--- src/rtl/decode_dense_pipe_if.sv ---
// rtl/decode_dense_pipe_if.sv - handshake bus carrying the decode bundle into and out of decode_dense_pipe
//
// Purpose: groups the producer-side (in_*) and consumer-side (out_*) signals of
// the decode -> dense elastic pipeline so they travel as one port.
// Ports (as interface members):
//   in_valid / in_ready          producer handshake
//   act_type .. backprop_controll  bundle offered by the decoder
//   out_valid / out_ready        consumer handshake
//   *_out, load_w_out            head-stage bundle presented to the dense layer
// Modports:
//   master - the environment side (drives inputs and out_ready)
//   slave  - the pipeline side
interface decode_dense_pipe_if #(
  parameter int size                   = 3,
  parameter int data_size              = 16,
  parameter int cost_type_size         = 8,
  parameter int dense_type_size        = 4,
  parameter int act_type_size          = 4,
  parameter int backprop_controll_size = 66
);
  logic                              in_valid;
  logic                              in_ready;
  logic [act_type_size-1:0]          act_type;
  logic [dense_type_size-1:0]        dense_type;
  logic [cost_type_size-1:0]         cost_type;
  logic [data_size*size-1:0]         w;
  logic [data_size*size-1:0]         x;
  logic [data_size*size-1:0]         label_in;
  logic                              load_w;
  logic [backprop_controll_size-1:0] backprop_controll;

  logic                              out_valid;
  logic                              out_ready;
  logic [act_type_size-1:0]          act_type_out;
  logic [dense_type_size-1:0]        dense_type_out;
  logic [cost_type_size-1:0]         cost_type_out;
  logic [data_size*size-1:0]         w_out;
  logic [data_size*size-1:0]         x_out;
  logic [data_size*size-1:0]         label_out;
  logic                              load_w_out;
  logic [backprop_controll_size-1:0] backprop_controll_out;

  modport master (
    output in_valid, act_type, dense_type, cost_type, w, x, label_in, load_w,
           backprop_controll, out_ready,
    input  in_ready, out_valid, act_type_out, dense_type_out, cost_type_out,
           w_out, x_out, label_out, load_w_out, backprop_controll_out
  );

  modport slave (
    input  in_valid, act_type, dense_type, cost_type, w, x, label_in, load_w,
           backprop_controll, out_ready,
    output in_ready, out_valid, act_type_out, dense_type_out, cost_type_out,
           w_out, x_out, label_out, load_w_out, backprop_controll_out
  );
endinterface

--- src/rtl/decode_dense_pipe.sv ---
// rtl/decode_dense_pipe.sv - elastic multi-stage pipeline for the decode bundle feeding the dense layer
//
// Purpose: depth-stage valid/ready pipeline; each stage advances on its own so
// bubbles collapse and full throughput is kept while the consumer stalls.
// Ports:
//   clk        rising-edge clock
//   reset      asynchronous active-high, clears valid bits, data and occupancy
//   flush      synchronous, invalidates every stage and drops a same-cycle input
//   bus        decode_dense_pipe_if.slave handshake bus (in_* side, out_* side)
//   occupancy  registered count of valid stages
module decode_dense_pipe #(
  parameter int size                   = 3,
  parameter int data_size              = 16,
  parameter int cost_type_size         = 8,
  parameter int dense_type_size        = 4,
  parameter int act_type_size          = 4,
  parameter int backprop_controll_size = 66,
  parameter int depth                  = 2
) (
  input  logic                         clk,
  input  logic                         reset,
  input  logic                         flush,
  decode_dense_pipe_if.slave           bus,
  output logic [$clog2(depth+1)-1:0]   occupancy
);
  localparam int vec_w    = size * data_size;
  localparam int bundle_w = act_type_size + dense_type_size + cost_type_size
                          + 3 * vec_w + 1 + backprop_controll_size;
  localparam int occ_w    = $clog2(depth + 1);

  typedef logic [bundle_w-1:0] bundle_t;

  bundle_t          data_q [depth];
  bundle_t          data_d [depth];
  logic [depth-1:0] valid_q;
  logic [depth-1:0] valid_d;
  logic [depth-1:0] adv;
  logic [occ_w-1:0] occ_q;
  logic [occ_w-1:0] occ_d;
  logic             in_fire;
  logic             out_fire;
  logic             head_load_w;
  bundle_t          in_bundle;

  assign in_bundle = {bus.act_type, bus.dense_type, bus.cost_type, bus.w, bus.x,
                      bus.label_in, bus.load_w, bus.backprop_controll};

  // Ready chain, walked from the head back to the entry. A running OR keeps
  // each adv bit from depending on another bit of the same vector.
  always_comb begin : ready_chain
    logic chain;
    chain = bus.out_ready;
    adv   = '0;
    for (int k = depth - 1; k >= 0; k--) begin
      chain  = chain | ~valid_q[k];
      adv[k] = chain;
    end
  end

  assign in_fire  = bus.in_valid & adv[0];
  assign out_fire = valid_q[depth-1] & bus.out_ready;

  always_comb begin
    valid_d = valid_q;
    for (int k = 0; k < depth; k++) begin
      data_d[k] = data_q[k];
    end
    if (adv[0]) begin
      data_d[0]  = in_bundle;
      valid_d[0] = in_fire;
    end
    for (int k = 1; k < depth; k++) begin
      if (adv[k]) begin
        data_d[k]  = data_q[k-1];
        valid_d[k] = valid_q[k-1];
      end
    end
    // Flush wins over any advance, including the entry handshake.
    if (flush) begin
      valid_d = '0;
    end
  end

  always_comb begin
    occ_d = occ_q;
    if (flush) begin
      occ_d = '0;
    end else if (in_fire && !out_fire) begin
      occ_d = occ_q + occ_w'(1);
    end else if (out_fire && !in_fire) begin
      occ_d = occ_q - occ_w'(1);
    end
  end

  always_ff @(posedge clk or posedge reset) begin
    if (reset) begin
      valid_q <= '0;
      occ_q   <= '0;
      for (int k = 0; k < depth; k++) begin
        data_q[k] <= '0;
      end
    end else begin
      valid_q <= valid_d;
      occ_q   <= occ_d;
      for (int k = 0; k < depth; k++) begin
        data_q[k] <= data_d[k];
      end
    end
  end

  assign {bus.act_type_out, bus.dense_type_out, bus.cost_type_out, bus.w_out,
          bus.x_out, bus.label_out, head_load_w,
          bus.backprop_controll_out} = data_q[depth-1];

  assign bus.in_ready   = adv[0];
  assign bus.out_valid  = valid_q[depth-1];
  // The head register may hold a stale strobe while invalid; never let it out.
  assign bus.load_w_out = head_load_w & valid_q[depth-1];
  assign occupancy      = occ_q;
endmodule

--- src/flat_wrapper.sv ---
// flat-port wrapper written by rule: the top's interface ports become plain ports
module decode_dense_pipe_flat 
#(
  parameter int size                   = 3,
  parameter int data_size              = 16,
  parameter int cost_type_size         = 8,
  parameter int dense_type_size        = 4,
  parameter int act_type_size          = 4,
  parameter int backprop_controll_size = 66,
  parameter int depth                  = 2
)
  (clk, reset, flush, occupancy, bus_in_valid, bus_act_type, bus_dense_type, bus_cost_type, bus_w, bus_x, bus_label_in, bus_load_w, bus_backprop_controll, bus_out_ready, bus_in_ready, bus_out_valid, bus_act_type_out, bus_dense_type_out, bus_cost_type_out, bus_w_out, bus_x_out, bus_label_out, bus_load_w_out, bus_backprop_controll_out);
  decode_dense_pipe_if #(.size(size), .data_size(data_size), .cost_type_size(cost_type_size), .dense_type_size(dense_type_size), .act_type_size(act_type_size), .backprop_controll_size(backprop_controll_size)) bus_i ();
  input  logic clk;
  input  logic reset;
  input  logic flush;
  output logic [$clog2(depth+1)-1:0] occupancy;
  input wire logic [$bits(bus_i.in_valid)-1:0] bus_in_valid;
  input wire logic [$bits(bus_i.act_type)-1:0] bus_act_type;
  input wire logic [$bits(bus_i.dense_type)-1:0] bus_dense_type;
  input wire logic [$bits(bus_i.cost_type)-1:0] bus_cost_type;
  input wire logic [$bits(bus_i.w)-1:0] bus_w;
  input wire logic [$bits(bus_i.x)-1:0] bus_x;
  input wire logic [$bits(bus_i.label_in)-1:0] bus_label_in;
  input wire logic [$bits(bus_i.load_w)-1:0] bus_load_w;
  input wire logic [$bits(bus_i.backprop_controll)-1:0] bus_backprop_controll;
  input wire logic [$bits(bus_i.out_ready)-1:0] bus_out_ready;
  output wire logic [$bits(bus_i.in_ready)-1:0] bus_in_ready;
  output wire logic [$bits(bus_i.out_valid)-1:0] bus_out_valid;
  output wire logic [$bits(bus_i.act_type_out)-1:0] bus_act_type_out;
  output wire logic [$bits(bus_i.dense_type_out)-1:0] bus_dense_type_out;
  output wire logic [$bits(bus_i.cost_type_out)-1:0] bus_cost_type_out;
  output wire logic [$bits(bus_i.w_out)-1:0] bus_w_out;
  output wire logic [$bits(bus_i.x_out)-1:0] bus_x_out;
  output wire logic [$bits(bus_i.label_out)-1:0] bus_label_out;
  output wire logic [$bits(bus_i.load_w_out)-1:0] bus_load_w_out;
  output wire logic [$bits(bus_i.backprop_controll_out)-1:0] bus_backprop_controll_out;
  assign bus_i.in_valid = bus_in_valid;
  assign bus_i.act_type = bus_act_type;
  assign bus_i.dense_type = bus_dense_type;
  assign bus_i.cost_type = bus_cost_type;
  assign bus_i.w = bus_w;
  assign bus_i.x = bus_x;
  assign bus_i.label_in = bus_label_in;
  assign bus_i.load_w = bus_load_w;
  assign bus_i.backprop_controll = bus_backprop_controll;
  assign bus_i.out_ready = bus_out_ready;
  assign bus_in_ready = bus_i.in_ready;
  assign bus_out_valid = bus_i.out_valid;
  assign bus_act_type_out = bus_i.act_type_out;
  assign bus_dense_type_out = bus_i.dense_type_out;
  assign bus_cost_type_out = bus_i.cost_type_out;
  assign bus_w_out = bus_i.w_out;
  assign bus_x_out = bus_i.x_out;
  assign bus_label_out = bus_i.label_out;
  assign bus_load_w_out = bus_i.load_w_out;
  assign bus_backprop_controll_out = bus_i.backprop_controll_out;
  decode_dense_pipe #(.size(size), .data_size(data_size), .cost_type_size(cost_type_size), .dense_type_size(dense_type_size), .act_type_size(act_type_size), .backprop_controll_size(backprop_controll_size), .depth(depth)) u_core (.clk(clk), .reset(reset), .flush(flush), .bus(bus_i), .occupancy(occupancy));
endmodule
--- config.mk ---
export PLATFORM = sky130hd
export DESIGN_NAME = decode_dense_pipe_flat
export DESIGN_NICKNAME = d
export VERILOG_FILES = /design/src/rtl/decode_dense_pipe_if.sv /design/src/rtl/decode_dense_pipe.sv /design/src/flat_wrapper.sv
export SDC_FILE = /design/constraint.sdc
export NUM_CORES = 1
export LEC_CHECK = 0
export CAP_MARGIN = 0
export CORE_ASPECT_RATIO = 0.7
export CORE_MARGIN = 2
export CORE_UTILIZATION = 46
export CTS_BUF_LIST = sky130_fd_sc_hd__clkbuf_2
export CTS_CLUSTER_SIZE = 25
export DETAILED_ROUTE_END_ITERATION = 8
export GPL_ROUTABILITY_DRIVEN = 1
export PLACE_DENSITY = 0.81
export SLEW_MARGIN = 20
export SYNTH_ARGS = -nofsm -noshare
export SYNTH_HDL_FRONTEND = slang
export SYNTH_SLANG_ARGS = --single-unit
--- constraint.sdc ---
create_clock -name clk -period 14.95 [get_ports clk]
set_input_delay 2.99 -clock clk [delete_from_list [all_inputs] [get_ports clk]]
set_output_delay 2.99 -clock clk [all_outputs]
set_load 0.01 [all_outputs]
======== Word-level counts from Yosys, hierarchy flattened ========
Index checks and enable logic that the tools add are counted.
word-level totals
  output and inout bits ................... 231
  logic and storage cells ................. 27
  register bits after elaboration ......... 458
operators by class
  bitwise logic cells ..................... 7
  reductions and logical operators ........ 7
  $add $sub $neg .......................... 2
  muxes and demuxes ....................... 6
operator list
  operator                                                            number
  2-bit 2-to-1 mux                                                    4
  2-bit nonzero test                                                  2
  1-bit AND                                                           3
  3-bit nonzero test                                                  1
  2-bit by 1-bit adder with 2-bit output, second input constant       1
  1-bit logical AND                                                   2
  1-bit zero test                                                     2
  1-bit 2-to-1 mux                                                    2
  1-bit inverter                                                      2
  1-bit bitwise OR                                                    2
  2-bit by 1-bit subtractor with 2-bit output, second input constant  1

======== Logic depth before layout (Yosys ltp) ========
Gate-level depths: netlist of the first run.
  depth after elaboration ................. 9
  depth in mapped cells ................... 6

======== Least setup slack after synthesis of the first run ========
OpenSTA, ideal clock, no wires.
  path type ............................... input port to output port
  from .................................... input port bus_out_ready
  to ...................................... output port bus_in_ready
  data arrival time ....................... 3.510 ns
  buffers on the path ..................... 1
  path slack .............................. 8.450 ns
  stages on the path ...................... 3
  data required time ...................... 11.960 ns
  cells stage by stage .................... and2b_1 nand2_2 buf_2
on the way
  word-level cells in the longest chain between the ends .. 2
ends and longest elaborated chain
  item                            RTL line                 text
  from (decl)                     flat_wrapper.sv:27       input wire logic [$bits(bus_i.out_ready)-1:0] bus_out_ready;
  1-bit bitwise OR (2 in series)  decode_dense_pipe.sv:55  chain = chain | ~valid_q[k];
  to (decl)                       flat_wrapper.sv:28       output wire logic [$bits(bus_i.in_ready)-1:0] bus_in_ready;
Every way passes these cells.

======== Worst setup path after layout of the first run ========
Ends and elaborated chain as after synthesis.

==> run summary, run 1 <==
PLACEMENT
-------------------------------------------------------------------------------------
Final GP Congestion                                                            0.8217
Number of placed instances with taps included                                    2403
# port buffers                                                                    462
Detailed placer's ending HPWL                                                29350 um

WORST SETUP PATH
-------------------------------------------------------------------------------------
Endpoint of the worst-slack reg-to-reg timing path                       u_core.bus.backprop_controll_out[25]$_DFFE_PP0P_
Crit start category                                                         input pin
Reg-to-reg slack, setup                                                      11.52 ns
Critical Path, Cell by Cell                                              clkdlybuf4s50_1 -> and2b_4 -> nand2_8 -> clkdlybuf4s50_1
Worst Setup SP                                                           bus_out_ready
Sum of buffers and inverters on the critical path                                   2
Max FO, Critical Path                                                              83
Largest incremental delay on the critical path                                0.84 ns
Crit-path leading delay family                                           simple AND/OR/NAND/NOR gates
Crit path DAT                                                                 5.53 ns
CP max-delay cell                                                        sky130_fd_sc_hd__and2b_4
Cells on worst reg2reg path                                                         5
Crit path capture type                                                    output port
Most used cell, CP                                                       sky130_fd_sc_hd__clkdlybuf4s50_1
Setup CP Type                                                            input pin to output port
Worst EP required                                                            11.96 ns
Number of cells on the critical path                                                4
RR Startpoint                                                            u_core.valid_q[1]$_DFFE_PP0P_

DRT
-------------------------------------------------------------------------------------
Drt total wl                                                                 43350 um
Routed wire length per instance                                              16.74 um
Count of antenna-violating nets left after detailed routing                         0
Mean number of vias per cell                                                    4.724
Iter 0 DRT Violations                                                             569
Vias post-DR                                                                   12.23k
1st-pass router iterations                                                          6
Count of unresolved DRC violations after routing                                    0

STATUS
-------------------------------------------------------------------------------------
Outcome                                                                  complete, no violations

POWER AND IR DROP
-------------------------------------------------------------------------------------
Maximum vdd drop                                                           0.08214 mV
Total power after layout                                                     2.451 mW
Total power per unit cell area                                           106.4 nW/um^2
Pleak                                                                        10.86 nW

TIMING
-------------------------------------------------------------------------------------
RSZ-0062 raised after global routing                                               no
Largest clock skew in the final design                                     0.07990 ns
Total of endpoints with negative setup slack in the final report                    0
Worst Max-Slew Pin Slew                                                      1.025 ns
Final hold violation count                                                          0
Final critical-path required period                                          8.520 ns
Top achievable clock speed                                                 0.1174 GHz
Worst slew margin                                                              31.65%
Pins over their slew limit                                                          0
Final critical-path share of the clock period                                  56.99%
Post-Route Setup TNS                                                             0 ns

FLOORPLANNING
-------------------------------------------------------------------------------------
Initial cell density of the core                                               46.37%
Die area                                                                  42710 sq um
Die H                                                                        173.5 um
Placeable Area                                                            40730 sq um
Die outline width                                                            246.2 um
Std cell rows                                                                      62
Top-level port count                                                              463

CLOCKING
-------------------------------------------------------------------------------------
H-Tree Level Count                                                                  3
Setup repair bufs after CTS                                                         0
Clock-pin slew of the registers on the worst-case setup and hold paths        0.10 ns
Root buffer selected by CTS                                              sky130_fd_sc_hd__clkbuf_2
Number of clock sinks                                                             458
Skew-Pair Late Insertion Delay                                                1.00 ns
Post-CTS Resized                                                                    0
Max Buffers Root-to-Sink                                                            3
TritonCTS clock tree                                                              yes
CTS Hold Buffers Added                                                              0
TritonCTS buffer count                                                            107

FINAL LAYOUT
-------------------------------------------------------------------------------------
Most common library cell in the layout ignoring fill and taps            sky130_fd_sc_hd__nand2_1
Most frequent cells in the layout                                        681 x sky130_fd_sc_hd__nand2_1, 462 x sky130_fd_sc_hd__clkdlybuf4s50_1, 458 x sky130_fd_sc_hd__dfrtp_1
Filler-free cell count of the finished design                                    2590
Sequential cell area                                                      11460 sq um
Proportion of layout cells with a drive suffix above 1                         19.92%
Area taken by multi-input logic gates                                      5253 sq um
Final #Nets                                                                      2200
Final-layout fill cell count                                                     3412
Area added between synthesis and finish                                        21.99%

GLOBAL ROUTE
-------------------------------------------------------------------------------------
All-Layer GR Usage                                                             20.33%
Vias in the first global route                                                 12.84k
Wire length of the first global-routing pass                                 68450 um
Overflow after GRT                                                                  0
Maximum number of pins on one net before global-route repair                      178
Number of antenna violations at the first check in global routing                   8

WORST HOLD PATH
-------------------------------------------------------------------------------------
Hold path startpoint                                                     u_core.data_q[245]$_DFFE_PP0P_
Class of the most critical hold timing path                              register to register
Hold Crit Depth                                                                     2
Endpoint, Worst Hold                                                     u_core.bus.backprop_controll_out[18]$_DFFE_PP0P_

LOGIC SYNTHESIS
-------------------------------------------------------------------------------------
Synth Net Count                                                                  1919
Mapped cell area                                                          18880 sq um
Area fraction of the dominant cell type after synthesis                        60.69%
Synth unique cells                                                                 20
Synth Area per Inst                                                       11.19 sq um
Synth Warn #                                                                        0
Total of flip-flops plus latches after synthesis                                  458
Cell count after synthesis                                                       1687
Portion of the post-synthesis area used by sequential elements                 60.69%
Library cell occupying the most area in the post-synthesis netlist       sky130_fd_sc_hd__dfrtp_1
Leading cell types by total area after synthesis                         sky130_fd_sc_hd__dfrtp_1 61%, sky130_fd_sc_hd__mux2_2 14%, sky130_fd_sc_hd__nand2_1 14%

RUN
-------------------------------------------------------------------------------------
Max-capacitance violation count                                                     0

## cells by family (layout without fill, tap and decap cells)
kind of cell	Yosys count	after routing	synth area share, %
flip-flops	458	458	60.69
multiplexers	229	229	13.66
buffers and inverters	303	654	11.62
AO/OA/AOI/OAI	4	4	0.1126
AND/OR/NAND/NOR	693	693	13.92
other	0	8	0
## cell usage after synthesis (all sizes together)
cell type / number
o21ai: 1
a31oi: 1
nand2: 682
nand2b: 1
buf: 284
and3b: 1
mux2: 229
nor2: 4
dfrtp: 458
inv: 2
clkbuf: 17
and2b: 1
nor4bb: 1
a21oi: 2
nor2b: 2
and2: 1
## registers in the layout, indices dropped and copies added, names as in the netlist
name and cells:
u_core.data_q 228, u_core.bus.label_out 48, u_core.bus.dense_type_out 4, u_core.valid_q 2
u_core.bus.w_out 48, u_core.bus.act_type_out 4, u_core.bus.x_out 48, u_core.bus.backprop_controll_out 66
u_core.occupancy 2, u_core.bus.cost_type_out 8
## layout make-up
class                      instances  area share [%]
antenna                            8         0.08691
clock buffer                     155           3.368
clock inverter                    24          0.4780
inverter                           2         0.04889
multi-input combinational        926           22.80
sequential                       458           49.76
tap                              544           2.955
timing repair buffer             473           20.51
## metrics by stage
step                setup slack [ns]  util, %  area, sq um  hold WS [ns]
CTS                            6.397    56.50        23010        0.4335
floorplan                      5.763        -        18890        0.4304
detailed placement             6.399    54.33        22130        0.4474
finish                         6.430    56.56        23030        0.4038
global route                   6.253    56.56        23030        0.4733
global placement               6.421    54.33        22130        0.4413
## per-layer routing
layer | share of wire [%] | GRT usage (%)
met1 | 40 | 24.19
met2 | 48 | 32.24
met3 | 8.2 | 7.368
met4 | 4.5 | 10.96
met5 | 0 | 0
## power by group
part | switching (mW) | internal [mW] | total, mW
Sequential | 0.0459 | 1.32 | 1.37
Combinational | 0.140 | 0.186 | 0.326
Clock | 0.482 | 0.275 | 0.757
Total | 0.668 | 1.78 | 2.45
## worst register-to-register path, cell delays in order, from the launching register on
cell and delay [ns]:
sky130_fd_sc_hd__dfrtp_1 0.53, sky130_fd_sc_hd__and2b_4 0.77, sky130_fd_sc_hd__buf_4 0.88, sky130_fd_sc_hd__buf_4 0.88, sky130_fd_sc_hd__nand2_1 0.21, sky130_fd_sc_hd__nand2_1 0.09
## worst max-delay path by stage
stage | end | slack (ns)
4_1_cts | bus_in_ready | 6.40
5_1_grt | bus_in_ready | 6.25
3_3_place_gp | bus_in_ready | 6.42
3_5_place_dp | bus_in_ready | 6.40
2_1_floorplan | u_core.bus.act_type_out[0]$_DFFE_PP0P_ | 5.76
6_report | bus_in_ready | 6.43
Note: power is estimated with default switching activity, not from simulation.
==> run 2: changes to the inputs <==
==> constraint.sdc (replaced) <==
create_clock -name clk -period 6.9 [get_ports clk]
set_input_delay 1.38 -clock clk [delete_from_list [all_inputs] [get_ports clk]]
set_output_delay 1.38 -clock clk [all_outputs]
set_load 0.01 [all_outputs]
==> run 2 against run 1 <==
Against the previous run:
- clock power is 130% higher
- sequential power is 120% higher
- global-route usage is 0.24 points higher
- final cell count is 0.31% higher
- critical path depth stayed put
- combinational power is 120% higher
- register-to-register slack worse by 7.4 ns
- sequential share of layout area is 0.27 points lower
- critical path type unchanged
- largest cell class unchanged
==> run summary, run 2 (synthesized netlist as in run 1, its figures left out) <==
STATUS
-------------------------------------------------------------------------------------
Outcome                                                                  complete, no violations

FLOORPLANNING
-------------------------------------------------------------------------------------
Placeable Area                                                            40730 sq um   unchanged
Top-level port count                                                              463   unchanged
Std cell rows                                                                      62   unchanged
Die H                                                                        173.5 um   unchanged
Die outline width                                                            246.2 um   unchanged
Die area                                                                  42710 sq um   unchanged
Initial cell density of the core                                               46.37%   unchanged

POWER AND IR DROP
-------------------------------------------------------------------------------------
Pleak                                                                        10.92 nW   +0.51%
Net Sw Power                                                                 1.485 mW   +120%
Part of the power in registers                                                  54.9%   -0.9 points
Share of total power consumed by net switching                                 27.50%   +0.25 points
Total power after layout                                                     5.402 mW   +120%
Total power per unit cell area                                           233.3 nW/um^2   +120%
Comb pwr share                                                                  13.1%   -0.2 points
Part of the total power dissipated in the clock network                         32.0%   +1.1 points
Internal power                                                               3.916 mW   +120%
Maximum vdd drop                                                            0.1323 mV   +61%

CLOCKING
-------------------------------------------------------------------------------------
Skew-Pair Late Insertion Delay                                                0.97 ns   -0.03 ns
Setup repair bufs after CTS                                                         0   unchanged
Root buffer selected by CTS                                              sky130_fd_sc_hd__clkbuf_2
Number of clock sinks                                                             458   unchanged
Max Buffers Root-to-Sink                                                            3   unchanged
TritonCTS buffer count                                                            111   +3.7%
Post-CTS Resized                                                                    0   unchanged
H-Tree Level Count                                                                  3   unchanged
Clock-pin slew of the registers on the worst-case setup and hold paths        0.10 ns   about the same
TritonCTS clock tree                                                              yes
CTS Hold Buffers Added                                                              0   unchanged

PLACEMENT
-------------------------------------------------------------------------------------
Number of placed instances with taps included                                    2401   -0.083%
# port buffers                                                                    462   unchanged
Detailed placer's ending HPWL                                                28970 um   -1.3%
Final GP Congestion                                                            0.8211   about the same

TIMING
-------------------------------------------------------------------------------------
Total of endpoints with negative setup slack in the final report                    0   unchanged
Pins over their slew limit                                                          0   unchanged
Final hold violation count                                                          0   unchanged
Worst slew margin                                                              25.62%   -6.0 points
Final critical-path required period                                          4.617 ns
RSZ-0062 raised after global routing                                               no
Final critical-path share of the clock period                                  66.91%
Top achievable clock speed                                                 0.2166 GHz
Post-Route Setup TNS                                                             0 ns   unchanged
Largest clock skew in the final design                                     0.08587 ns   +0.005970 ns
Worst Max-Slew Pin Slew                                                      1.116 ns   +0.09058 ns

DRT
-------------------------------------------------------------------------------------
Count of unresolved DRC violations after routing                                    0   unchanged
Iter 0 DRT Violations                                                             443   -22%
Mean number of vias per cell                                                    4.711   -0.27%
1st-pass router iterations                                                          4   -2
Routed wire length per instance                                              16.83 um   +0.54%
Vias post-DR                                                                   12.24k   +0.041%
Count of antenna-violating nets left after detailed routing                         0   unchanged
Drt total wl                                                                 43720 um   +0.85%

GLOBAL ROUTE
-------------------------------------------------------------------------------------
GRT Max-Usage Layer                                                              met2
Met3 GRT Util                                                                  7.183%   -0.19 points
Number of antenna violations at the first check in global routing                   8   unchanged
All-Layer GR Usage                                                             20.57%   +0.24 points
Maximum number of pins on one net before global-route repair                      229   +29%
Vias in the first global route                                                 13.10k   +2.0%
Wire length of the first global-routing pass                                 69300 um   +1.2%
Overflow after GRT                                                                  0   unchanged
Met2 demand-to-capacity share in global routing                                33.18%   +0.94 points
Met1 Usage GRT                                                                 24.74%   +0.55 points

FINAL LAYOUT
-------------------------------------------------------------------------------------
Most frequent cells in the layout                                        681 x sky130_fd_sc_hd__nand2_1, 462 x sky130_fd_sc_hd__clkdlybuf4s50_1, 458 x sky130_fd_sc_hd__dfrtp_1
Register with the most flip-flops                                        u_core.data_q
Sequential cell area                                                      11460 sq um   unchanged
Filler-free cell count of the finished design                                    2598   +0.31%
Largest register FFs                                                              228   unchanged
Final-layout fill cell count                                                     3417   +0.15%
Proportion of layout cells with a drive suffix above 1                         19.98%   +0.059 points
Most common library cell in the layout ignoring fill and taps            sky130_fd_sc_hd__nand2_1
Area taken by multi-input logic gates                                      5253 sq um   unchanged
Area added between synthesis and finish                                        22.64%
Final #Nets                                                                      2203   +0.14%

WORST SETUP PATH
-------------------------------------------------------------------------------------
Max FO, Critical Path                                                              76   -8.4%
Crit path DAT                                                                 3.24 ns   -2.29 ns
Largest incremental delay on the critical path                                0.66 ns   -0.18 ns
Critical Path, Cell by Cell                                              clkdlybuf4s50_1 -> and2b_4 -> nand2_8 -> clkdlybuf4s50_1
Worst EP required                                                             5.52 ns   -6.44 ns
Most used cell, CP                                                       sky130_fd_sc_hd__clkdlybuf4s50_1
Crit start category                                                         input pin
Sum of buffers and inverters on the critical path                                   2   unchanged
Crit-path leading delay family                                           buffers and inverters
CP max-delay cell                                                        sky130_fd_sc_hd__clkdlybuf4s50_1
Crit path capture type                                                    output port
Setup CP Type                                                            input pin to output port

WORST HOLD PATH
-------------------------------------------------------------------------------------
Class of the most critical hold timing path                              register to register

RUN
-------------------------------------------------------------------------------------
Max-capacitance violation count                                                     0   unchanged

run 2: cell types whose count changed in the layout (fill, tap and decap cells not counted), moves of 2 or more:
cell                       change
sky130_fd_sc_hd__buf_12        +4
sky130_fd_sc_hd__buf_4         -5
sky130_fd_sc_hd__clkinv_1      +6
sky130_fd_sc_hd__clkinv_2      +3
sky130_fd_sc_hd__inv_6         +2
sky130_fd_sc_hd__clkinv_4      -2
run 2: path summary, 6_finish.rpt:
path / startpoint / endpoint / slack, ns / depth (start not counted)
max in group asynchronous: reset / u_core.data_q[280]$_DFFE_PP0P_ / 4.57 / 4
max reg2reg: u_core.valid_q[1]$_DFFE_PP0P_ / u_core.data_q[425]$_DFFE_PP0P_ / 4.14 / 4
max: bus_out_ready / bus_in_ready / 2.28 / 4
min in group asynchronous: reset / u_core.bus.x_out[28]$_DFFE_PP0P_ / 0.90 / 2
min reg2reg: u_core.data_q[449]$_DFFE_PP0P_ / u_core.bus.dense_type_out[3]$_DFFE_PP0P_ / 0.42 / 2
min: u_core.data_q[449]$_DFFE_PP0P_ / u_core.bus.dense_type_out[3]$_DFFE_PP0P_ / 0.42 / 2
run 2: per-stage QoR:
step	utilization, %	setup WS (ns)	cell area, sq um	hold WS (ns)
final	56.86	2.283	23160	0.4214
after global routing	56.86	2.148	23160	0.4803
after CTS	56.75	2.199	23110	0.4348
after detailed placement	54.41	2.205	22160	0.4483
after global placement	54.41	2.222	22160	0.4411
after floorplan	-	-0.6770	18890	0.4304
run 2: routing by layer:
layer  up-vias  wire length [um]  share of wire (%)
li1       5737                 -                  -
met1      6029             17190                 39
met2       369             21360                 49
met3       100              3661                8.4
met4         4              1477                3.4
met5         -                30              0.069
run 2: layout make-up:
type / count / area share (%)
Timing Repair Buffer: 472 / 20.65
Clock buffer: 155 / 3.350
Antenna cell: 7 / 0.07564
Inverter: 2 / 0.04862
Tap cell: 544 / 2.939
Sequential cell: 458 / 49.49
Multi-Input combinational cell: 926 / 22.68
Clock inverter: 34 / 0.7672
run 2: worst min-delay path, cell delays in order (launching register included):
cell	delay, ns
sky130_fd_sc_hd__dfrtp_1	0.36
sky130_fd_sc_hd__nand2_1	0.05
sky130_fd_sc_hd__nand2_1	0.06
run 2: power by group through the flow:
| stage | Sequential [mW] | Combinational, mW | Clock [mW] |
|---|---|---|---|
| floorplan | 2.99 | 0.442 | 0 |
| global placement | 3.01 | 0.701 | 0 |
| detailed placement | 3.02 | 0.720 | 0 |
| CTS | 2.96 | 0.723 | 1.80 |
| global route | 2.99 | 0.772 | 1.95 |
| finish | 2.96 | 0.710 | 1.73 |
